### src/rtl/vga_text_console.sv
`default_nettype none
// ============================================================================
//  Module      : vga_text_console
//  Description : Write-side sequencer for the text-mode character RAM. It
//                takes a byte stream over a valid/ready handshake and keeps a
//                cursor. Printable and control codes become single cell
//                writes. It also runs line-clear and full-screen-clear sweeps.
//                Everything runs in the pixel clock domain.
//  Ports       : clk, reset        - pixel clock, synchronous active-high reset
//                char_in/valid/ready - byte input handshake
//                clear_req         - single-cycle full-screen clear request
//                addr_write, data_write, write_enable - character RAM port
//                cursor_x, cursor_y - current cursor position
//                busy              - high whenever the sequencer is not idle
//  Revision    : 1.0 - initial release
// ============================================================================
module vga_text_console #(
    parameter int COLS       = 160,
    parameter int ROWS       = 128,
    parameter int ADDR_WIDTH = 15
) (
    input  logic                  clk,
    input  logic                  reset,
    input  logic [7:0]            char_in,
    input  logic                  char_valid,
    output logic                  char_ready,
    input  logic                  clear_req,
    output logic [ADDR_WIDTH-1:0] addr_write,
    output logic [7:0]            data_write,
    output logic                  write_enable,
    output logic [7:0]            cursor_x,
    output logic [6:0]            cursor_y,
    output logic                  busy
);

    localparam logic [ADDR_WIDTH-1:0] C_COLS      = ADDR_WIDTH'(COLS);
    localparam logic [ADDR_WIDTH-1:0] C_LAST_COL  = ADDR_WIDTH'(COLS - 1);
    localparam logic [ADDR_WIDTH-1:0] C_LAST_CELL = ADDR_WIDTH'(COLS * ROWS - 1);
    localparam logic [7:0]            C_X_MAX     = 8'(COLS - 1);
    localparam logic [6:0]            C_Y_MAX     = 7'(ROWS - 1);
    localparam logic [7:0]            C_SPACE     = 8'h20;
    localparam logic [7:0]            C_LF        = 8'h0A;
    localparam logic [7:0]            C_CR        = 8'h0D;
    localparam logic [7:0]            C_BS        = 8'h08;

    typedef enum logic [1:0] {
        S_IDLE     = 2'd0,
        S_WRITE    = 2'd1,
        S_CLR_LINE = 2'd2,
        S_CLR_ALL  = 2'd3
    } state_t;

    state_t                r_state;
    logic [ADDR_WIDTH-1:0] r_cnt;   // sweep position within the current clear
    logic                  r_wrap;  // the pending WRITE came from the last column

    logic [6:0]            w_y_next;
    logic [ADDR_WIDTH-1:0] w_row_base;
    logic [ADDR_WIDTH-1:0] w_next_row_base;
    logic [ADDR_WIDTH-1:0] w_cur_addr;
    logic                  w_accept;
    logic                  w_printable;

    // Rows wrap instead of scrolling. The row entered is then blanked.
    assign w_y_next        = (cursor_y == C_Y_MAX) ? 7'd0 : cursor_y + 7'd1;
    assign w_row_base      = ADDR_WIDTH'(cursor_y) * C_COLS;
    assign w_next_row_base = ADDR_WIDTH'(w_y_next) * C_COLS;
    assign w_cur_addr      = w_row_base + ADDR_WIDTH'(cursor_x);
    // A clear request in the same cycle takes priority, and the byte is left pending.
    assign w_accept        = char_valid && char_ready && !clear_req;
    assign w_printable     = (char_in >= 8'h20) && (char_in <= 8'h7E);

    always_ff @(posedge clk) begin
        if (reset) begin
            r_state      <= S_IDLE;
            r_cnt        <= '0;
            r_wrap       <= 1'b0;
            cursor_x     <= 8'd0;
            cursor_y     <= 7'd0;
            write_enable <= 1'b0;
            addr_write   <= '0;
            data_write   <= 8'd0;
            char_ready   <= 1'b0;
            busy         <= 1'b0;
        end else begin
            case (r_state)
                S_IDLE: begin
                    write_enable <= 1'b0;
                    if (clear_req) begin
                        r_state      <= S_CLR_ALL;
                        r_cnt        <= '0;
                        write_enable <= 1'b1;
                        addr_write   <= '0;
                        data_write   <= C_SPACE;
                        char_ready   <= 1'b0;
                        busy         <= 1'b1;
                    end else if (w_accept) begin
                        // Every accepted byte costs at least one cycle with char_ready low.
                        char_ready <= 1'b0;
                        if (w_printable) begin
                            r_state      <= S_WRITE;
                            write_enable <= 1'b1;
                            addr_write   <= w_cur_addr;
                            data_write   <= char_in;
                            busy         <= 1'b1;
                            r_wrap       <= (cursor_x == C_X_MAX);
                            if (cursor_x == C_X_MAX) begin
                                cursor_x <= 8'd0;
                                cursor_y <= w_y_next;
                            end else begin
                                cursor_x <= cursor_x + 8'd1;
                            end
                        end else if (char_in == C_LF) begin
                            r_state      <= S_CLR_LINE;
                            r_cnt        <= '0;
                            write_enable <= 1'b1;
                            addr_write   <= w_next_row_base;
                            data_write   <= C_SPACE;
                            busy         <= 1'b1;
                            cursor_x     <= 8'd0;
                            cursor_y     <= w_y_next;
                        end else if ((char_in == C_BS) && (cursor_x != 8'd0)) begin
                            r_state      <= S_WRITE;
                            write_enable <= 1'b1;
                            addr_write   <= w_cur_addr - ADDR_WIDTH'(1);
                            data_write   <= C_SPACE;
                            busy         <= 1'b1;
                            r_wrap       <= 1'b0;
                            cursor_x     <= cursor_x - 8'd1;
                        end else if (char_in == C_CR) begin
                            cursor_x <= 8'd0;
                        end
                        // BS at column 0 and unknown codes just spend the dead cycle.
                    end else begin
                        char_ready <= 1'b1;
                    end
                end

                S_WRITE: begin
                    if (r_wrap) begin
                        // The cursor already points at the new row, so blank it.
                        r_state      <= S_CLR_LINE;
                        r_cnt        <= '0;
                        write_enable <= 1'b1;
                        addr_write   <= w_row_base;
                        data_write   <= C_SPACE;
                        r_wrap       <= 1'b0;
                    end else begin
                        r_state      <= S_IDLE;
                        write_enable <= 1'b0;
                        char_ready   <= 1'b1;
                        busy         <= 1'b0;
                    end
                end

                S_CLR_LINE: begin
                    if (r_cnt == C_LAST_COL) begin
                        r_state      <= S_IDLE;
                        write_enable <= 1'b0;
                        char_ready   <= 1'b1;
                        busy         <= 1'b0;
                    end else begin
                        r_cnt      <= r_cnt + ADDR_WIDTH'(1);
                        addr_write <= addr_write + ADDR_WIDTH'(1);
                    end
                end

                S_CLR_ALL: begin
                    if (r_cnt == C_LAST_CELL) begin
                        r_state      <= S_IDLE;
                        write_enable <= 1'b0;
                        char_ready   <= 1'b1;
                        busy         <= 1'b0;
                        cursor_x     <= 8'd0;
                        cursor_y     <= 7'd0;
                    end else begin
                        r_cnt      <= r_cnt + ADDR_WIDTH'(1);
                        addr_write <= addr_write + ADDR_WIDTH'(1);
                    end
                end

                default: begin
                    r_state      <= S_IDLE;
                    write_enable <= 1'b0;
                    char_ready   <= 1'b0;
                    busy         <= 1'b0;
                end
            endcase
        end
    end

endmodule
`default_nettype wire

### config.mk
export PLATFORM = sky130hd
export DESIGN_NAME = vga_text_console
export DESIGN_NICKNAME = d
export VERILOG_FILES = /design/src/rtl/vga_text_console.sv
export SDC_FILE = /design/constraint.sdc
export NUM_CORES = 1
export LEC_CHECK = 0
export ABC_AREA = 1
export BUFFER_PORTS_ARGS = -buffer_cell sky130_fd_sc_hd__buf_4
export CORE_ASPECT_RATIO = 0.6
export CORE_MARGIN = 2
export CORE_UTILIZATION = 42
export DETAILED_ROUTE_END_ITERATION = 8
export GPL_ROUTABILITY_DRIVEN = 1
export PLACE_DENSITY = 0.59
export SKIP_CTS_REPAIR_TIMING = 1
export SYNTH_ARGS = -nofsm -noshare
export SYNTH_HDL_FRONTEND = slang
export SYNTH_SLANG_ARGS = --single-unit
### constraint.sdc
create_clock -name clk -period 3.39 [get_ports clk]
set_input_delay 0.678 -clock clk [delete_from_list [all_inputs] [get_ports clk]]
set_output_delay 0.678 -clock clk [all_outputs]
set_load 0.01 [all_outputs]
# Yosys cells after proc, flatten, opt, wreduce, memory -nomap -nowiden
# Index checks and enable logic that the tools add are counted.
# classes
magnitude_cmp	2
shifts	0
reduce_logical	19
n_div	0
add_sub_neg	7
n_bitwise	0
mux	78
n_eq_ne	27
n_mul	2
# ops
operator	count
two-way mux 15 bit	15
case mux 15 bit (4 select lines)	2
two-way mux 8 bit	14
two-way mux 7 bit	7
case mux 8 bit (2 select lines)	2
adder 15 x 1 -> 15 bit (second input constant)	2
== test 8 x 4 -> 1 bit (second input constant)	3
two-way mux 1 bit	24
!= test 3 bit (second input constant)	7
multiplier 7 x 3 -> 10 bit (second input constant)	2
AND reduction 5 bit	4
two-way mux 2 bit	8
!= test 2 bit (second input constant)	8
adder 15 x 8 -> 15 bit	1
== test 15 bit (second input constant)	1
== test 15 x 8 -> 1 bit (second input constant)	1
subtractor 15 x 1 -> 15 bit (second input constant)	1
case mux 7 bit (2 select lines)	1
case mux 1 bit (4 select lines)	3
AND reduction 6 bit	2
!= test 5 bit (second input constant)	2
adder 8 x 1 -> 8 bit (second input constant)	1
== test 8 bit (second input constant)	1
greater-or-equal comparator 8 x 6 -> 1 bit (second input constant)	1
16 further kinds	22
# word_totals
input_bits	12
latchBits	0
romBits	0
ff_bits	59
ramBits	0
n_memories	0
wordCells	145
out_inout_bits	41

# Logic depth before layout (Yosys ltp)
# depth
word_depth	9
ltp_mapped	21
mapped_depth_nobuf	21

# Worst setup path after synthesis
# No wires, ideal clock.
# synth_path
kind	reg-to-reg
start	register cursor_y[0]
end	register addr_write[12]
setup_ns	0.058
n_path_buf	0
t_arrival_ns	2.887
stages_incl_launch_ff	20
path_slack_ns	0.445
required_time_ns	3.332
period_less_slack_ns	2.945
path_cell_list	dfxtp_1 ha_1 nand2_1 nor2_1 nand2_1 nor3_1 nor2_1 ha_1 ha_1 inv_1 fa_1 inv_1 nand2_1 nand2_1 a21oi_1 xor2_1 a21oi_1 o21ai_0 a21oi_1 o21a_1
# synth_via
elab_chain_cells	9
elab_cells_between_ends	14
classes_between	add/sub (3); mul (2); eq/ne (1); mux (8)
# synth_lines
element	line_no	source
start, declared	32	output logic [6:0] cursor_y,
start signal, assigned	109	cursor_y <= w_y_next;
start signal, assigned	121	cursor_y <= w_y_next;
multiplier 7 x 3 -> 10 bit	66	assign w_row_base = ADDR_WIDTH'(cursor_y) * C_COLS;
adder 15 x 8 -> 15 bit	68	assign w_cur_addr = w_row_base + ADDR_WIDTH'(cursor_x);
subtractor 15 x 1 -> 15 bit	125	addr_write <= w_cur_addr - ADDR_WIDTH'(1);
two-way mux 15 bit	122	end else if ((char_in == C_BS) && (cursor_x != 8'd0)) begin
two-way mux 15 bit	113	end else if (char_in == C_LF) begin
two-way mux 15 bit	100	if (w_printable) begin
two-way mux 15 bit	97	end else if (w_accept) begin
two-way mux 15 bit	89	if (clear_req) begin
case mux 15 bit (4 select lines) *	86	case (r_state)
end signal, assigned	103	addr_write <= w_cur_addr;
end signal, assigned	117	addr_write <= w_next_row_base;
end signal, assigned	125	
end, declared	28	output logic [ADDR_WIDTH-1:0] addr_write,
# Mark *: on every way between the ends. The rest lies on a longest branch, timed or not. The select of a mux whose other input is x is not followed.
# A chain may end at the register's enable or synchronous reset.

# Final worst setup path
# layout_path
start	register cursor_y[2]
end	register addr_write[12]
# The elaborated chain is that of the path after synthesis.

==> results.py <==
metrics = {
    "setup_path": {
        "r2r-end": "addr_write[12]",
        "cp_cell_sequence": "nand2_1 -> nor2_1 -> nand2_1 -> nor3_2 -> nor2_1 -> ha_1 -> ha_1 -> inv_1 -> fa_1 -> inv_1 -> nand2_1 -> nand2_1 -> a21oi_1 -> xor2_1 -> a21oi_1 -> o21ai_0 -> a21oi_1 -> o21a_1",
        "cp.required_ns": 3.67,
        "critPathMaxStageDelay_ns": 0.49,
        "cp_max_fo": 7,
        "end_kind": "flop",
        "critPathMostFrequentCell": "nand2_1",
        "crit_path_start": "cursor_y[2]",
        "critical_path_class": "flop to flop",
        "arrival_ns": 3.35,
        "r2r_slack_ns": 0.32,
        "cp_slowest_cell": "dfxtp_1",
        "ff2ff_path_depth": 18,
        "crit_path_start_kind": "flop",
        "crit_end": "addr_write[12]",
        "r2r-start": "cursor_y[2]",
    },
    "clocking": {
        "cts_made_buffers": 9,
        "cts_tree": "yes",
        "clock_latency_ns": 0.34,
        "cts_root_buf": "clkbuf_16",
        "cts_buffer_depth": 2,
        "cts.sinks": 59,
        "clk_pin_slew_ns": 0.05,
        "cts_htree_levels": 3,
    },
    "placed_design": {
        "dpl_cell_area_um2": 5492,
        "globalplace.congestion": 0.8899,
        "placedCellCount": 960,
        "place_ws_ns": 0.3055,
        "dpl.hpwl_um": 11680,
        "port_buffers": 52,
    },
    "die": {
        "die-area_um2": 12630,
        "die_w_um": 143.8,
        "die_h_um": 87.87,
        "core_um2": 11370,
        "initial_core_util": 0.4329,
        "rows": 30,
        "io_pins": 53,
    },
    "layout": {
        "nNetsFinal": 855,
        "stdcell_count": 974,
        "stdcell_area_um2": 5779,
        "antenna_cells": 0,
        "drive_gt1_frac": 0.1536,
        "area_delta_synth_final_pct": 17.38,
    },
    "synthesis": {
        "synth_top_flop_cell": "dfxtp_1",
        "syn_inst": 757,
        "ys_async_sr_fraction": 0,
        "synth.top_cells.by_count": "147 x nand2_1, 94 x inv_1, 79 x nor2_1",
        "synth_top_area_frac": 0.2399,
        "synth-seq-cells": 59,
        "synth_nets": 801,
        "yosysTopAreaCell": "dfxtp_1",
        "yosysMostFrequentCell": "nand2_1",
        "ys_seq_area_frac": 0.2399,
        "synth_area_per_cell_um2": 6.504,
        "synth_area_leaders": "dfxtp_1 24%, nand2_1 11%, a21oi_1 7.4%, ha_1 7.4%, inv_1 7.2%",
        "ys.warnings.count": 0,
        "synth_edf_count": 0,
        "synth_cell_types": 53,
        "netlist_area_um2": 4923,
    },
    "timing": {
        "min_period_ns": 3.071,
        "finalHoldViolCount": 0,
        "report.final.slew_viol_count": 0,
        "relSlewSlack": 0.4981,
        "rsz0062_at_grt": "false",
        "clock.fmax_mhz": 325.6,
        "setup_slack_ns": 0.3191,
        "finalCritPeriodShare": 0.9059,
        "setup_viol": 0,
        "fin_tns_setup_ns": 0,
        "finClkSkew_ns": 0.005207,
        "tightest_slew_ns": 0.7471,
        "hold_slack_ns": 0.4465,
    },
    "pwr": {
        "ir_drop_mv": 0.2412,
        "power_density_nw_per_um2": 452.7,
        "p_leak_uw": 0.002666,
    },
    "global_routing": {
        "grt_max_degree": 32,
        "grt_pass1_vias": 4728,
        "grt-ovfl-total": 0,
        "antenna_found_initial": 0,
        "grt_usage": 0.2491,
        "grt_pass1_wl_um": 24580,
    },
    "drt": {
        "drc": 0,
        "drtIter0Drc": 482,
        "num_vias": 5256,
        "drt-total-wl_um": 15120,
        "wl_per_cell_um": 15.53,
        "drtPass1Iterations": 5,
        "vias_per_cell": 5.396,
        "detail-route-antenna-nets": 0,
    },
    "min_path": {
        "hold_class": "flop to flop",
    },
    "flow_run": {
        "maxCapViolCount": 0,
    },
    "run_status": {
        "status": "finished, final reports clean",
    },
}
-- layer usage --
layer  vias up  global-route usage  routed length (um)
met5         -                   0                   0
met1      2425              0.3871                7846
met3         8             0.06725                1183
met4         0             0.04100                  94
li1       2635                   -                   -
met2       188              0.3424                5998
-- registers in the layout, summed over array words and instances (netlist names) --
| signal | flops |
|---|---|
| r_wrap | 1 |
| r_state | 2 |
| busy | 1 |
| cursor_y | 7 |
| cursor_x | 8 |
| addr_write | 15 |
| r_cnt | 15 |
| data_write | 8 |
| write_enable | 1 |
| char_ready | 1 |
-- cell families after synthesis --
family	synth area share
and+or+nand+nor	0.3217
AOI/OAI and AO/OA	0.2119
buffers and inverters	0.09962
xor gates and xnor gates	0.04091
DFF	0.2399
adders and majority gates	0.08590
-- per-stage QoR --
step,power [uW],util
finish,2616,0.5081
global route,2763,0.5081
CTS,2621,0.5077
detailed placement,1705,0.4828
global placement,1695,0.4828
floorplan,1415,-
-- cells in the final DEF (no fill, tap or decap), types with 7 or more instances in the layout --
cell type,count
nand3_1,52
ha_1,29
o21ai_0,52
a21oi_1,73
nand2_1,147
nor2_1,79
nor3_1,17
xor2_1,17
inv_2,8
inv_1,94
nand4_1,15
nor2_2,7
dfxtp_1,59
buf_4,62
clkbuf_16,9
a211oi_1,7
-- power breakdown --
part           switching, uW  leakage [uW]  internal [uW]
sequential              87.2      0.000482            773
clock                    333      0.000141            578
combinational            534       0.00204            312
total                    954       0.00267           1660
-- critical path, delay by kind of cell (launching register included) --
kind / cells / cell delay, ns
AND/OR/NAND/NOR: 7 / 0.81
adder cells (fa/ha/maj): 3 / 0.88
AO/OA/AOI/OAI: 5 / 0.53
XOR/XNOR: 1 / 0.15
buffers and inverters: 2 / 0.13
flip-flops: 1 / 0.49
-- area by class of cell --
class                           count  area, um2
Fill cell                        1141       5594
Multi-Input combinational cell    575       3257
Sequential cell                    59       1181
Timing Repair Buffer               62      465.4
Inverter                          104      392.9
Clock buffer                       11      242.7
Tap cell                          160      200.2
Clock inverter                      3      40.04
-- worst min-delay path by stage --
stage	from	endpoint	cells after the start
2_1_floorplan	r_wrap	r_wrap	2
6_report	data_write[7]	data_write[7]	2
4_1_cts	data_write[7]	data_write[7]	2
3_5_place_dp	data_write[7]	data_write[7]	2
5_1_grt	data_write[7]	data_write[7]	2
3_3_place_gp	data_write[7]	data_write[7]	2
(Power assumes the default switching activity.)
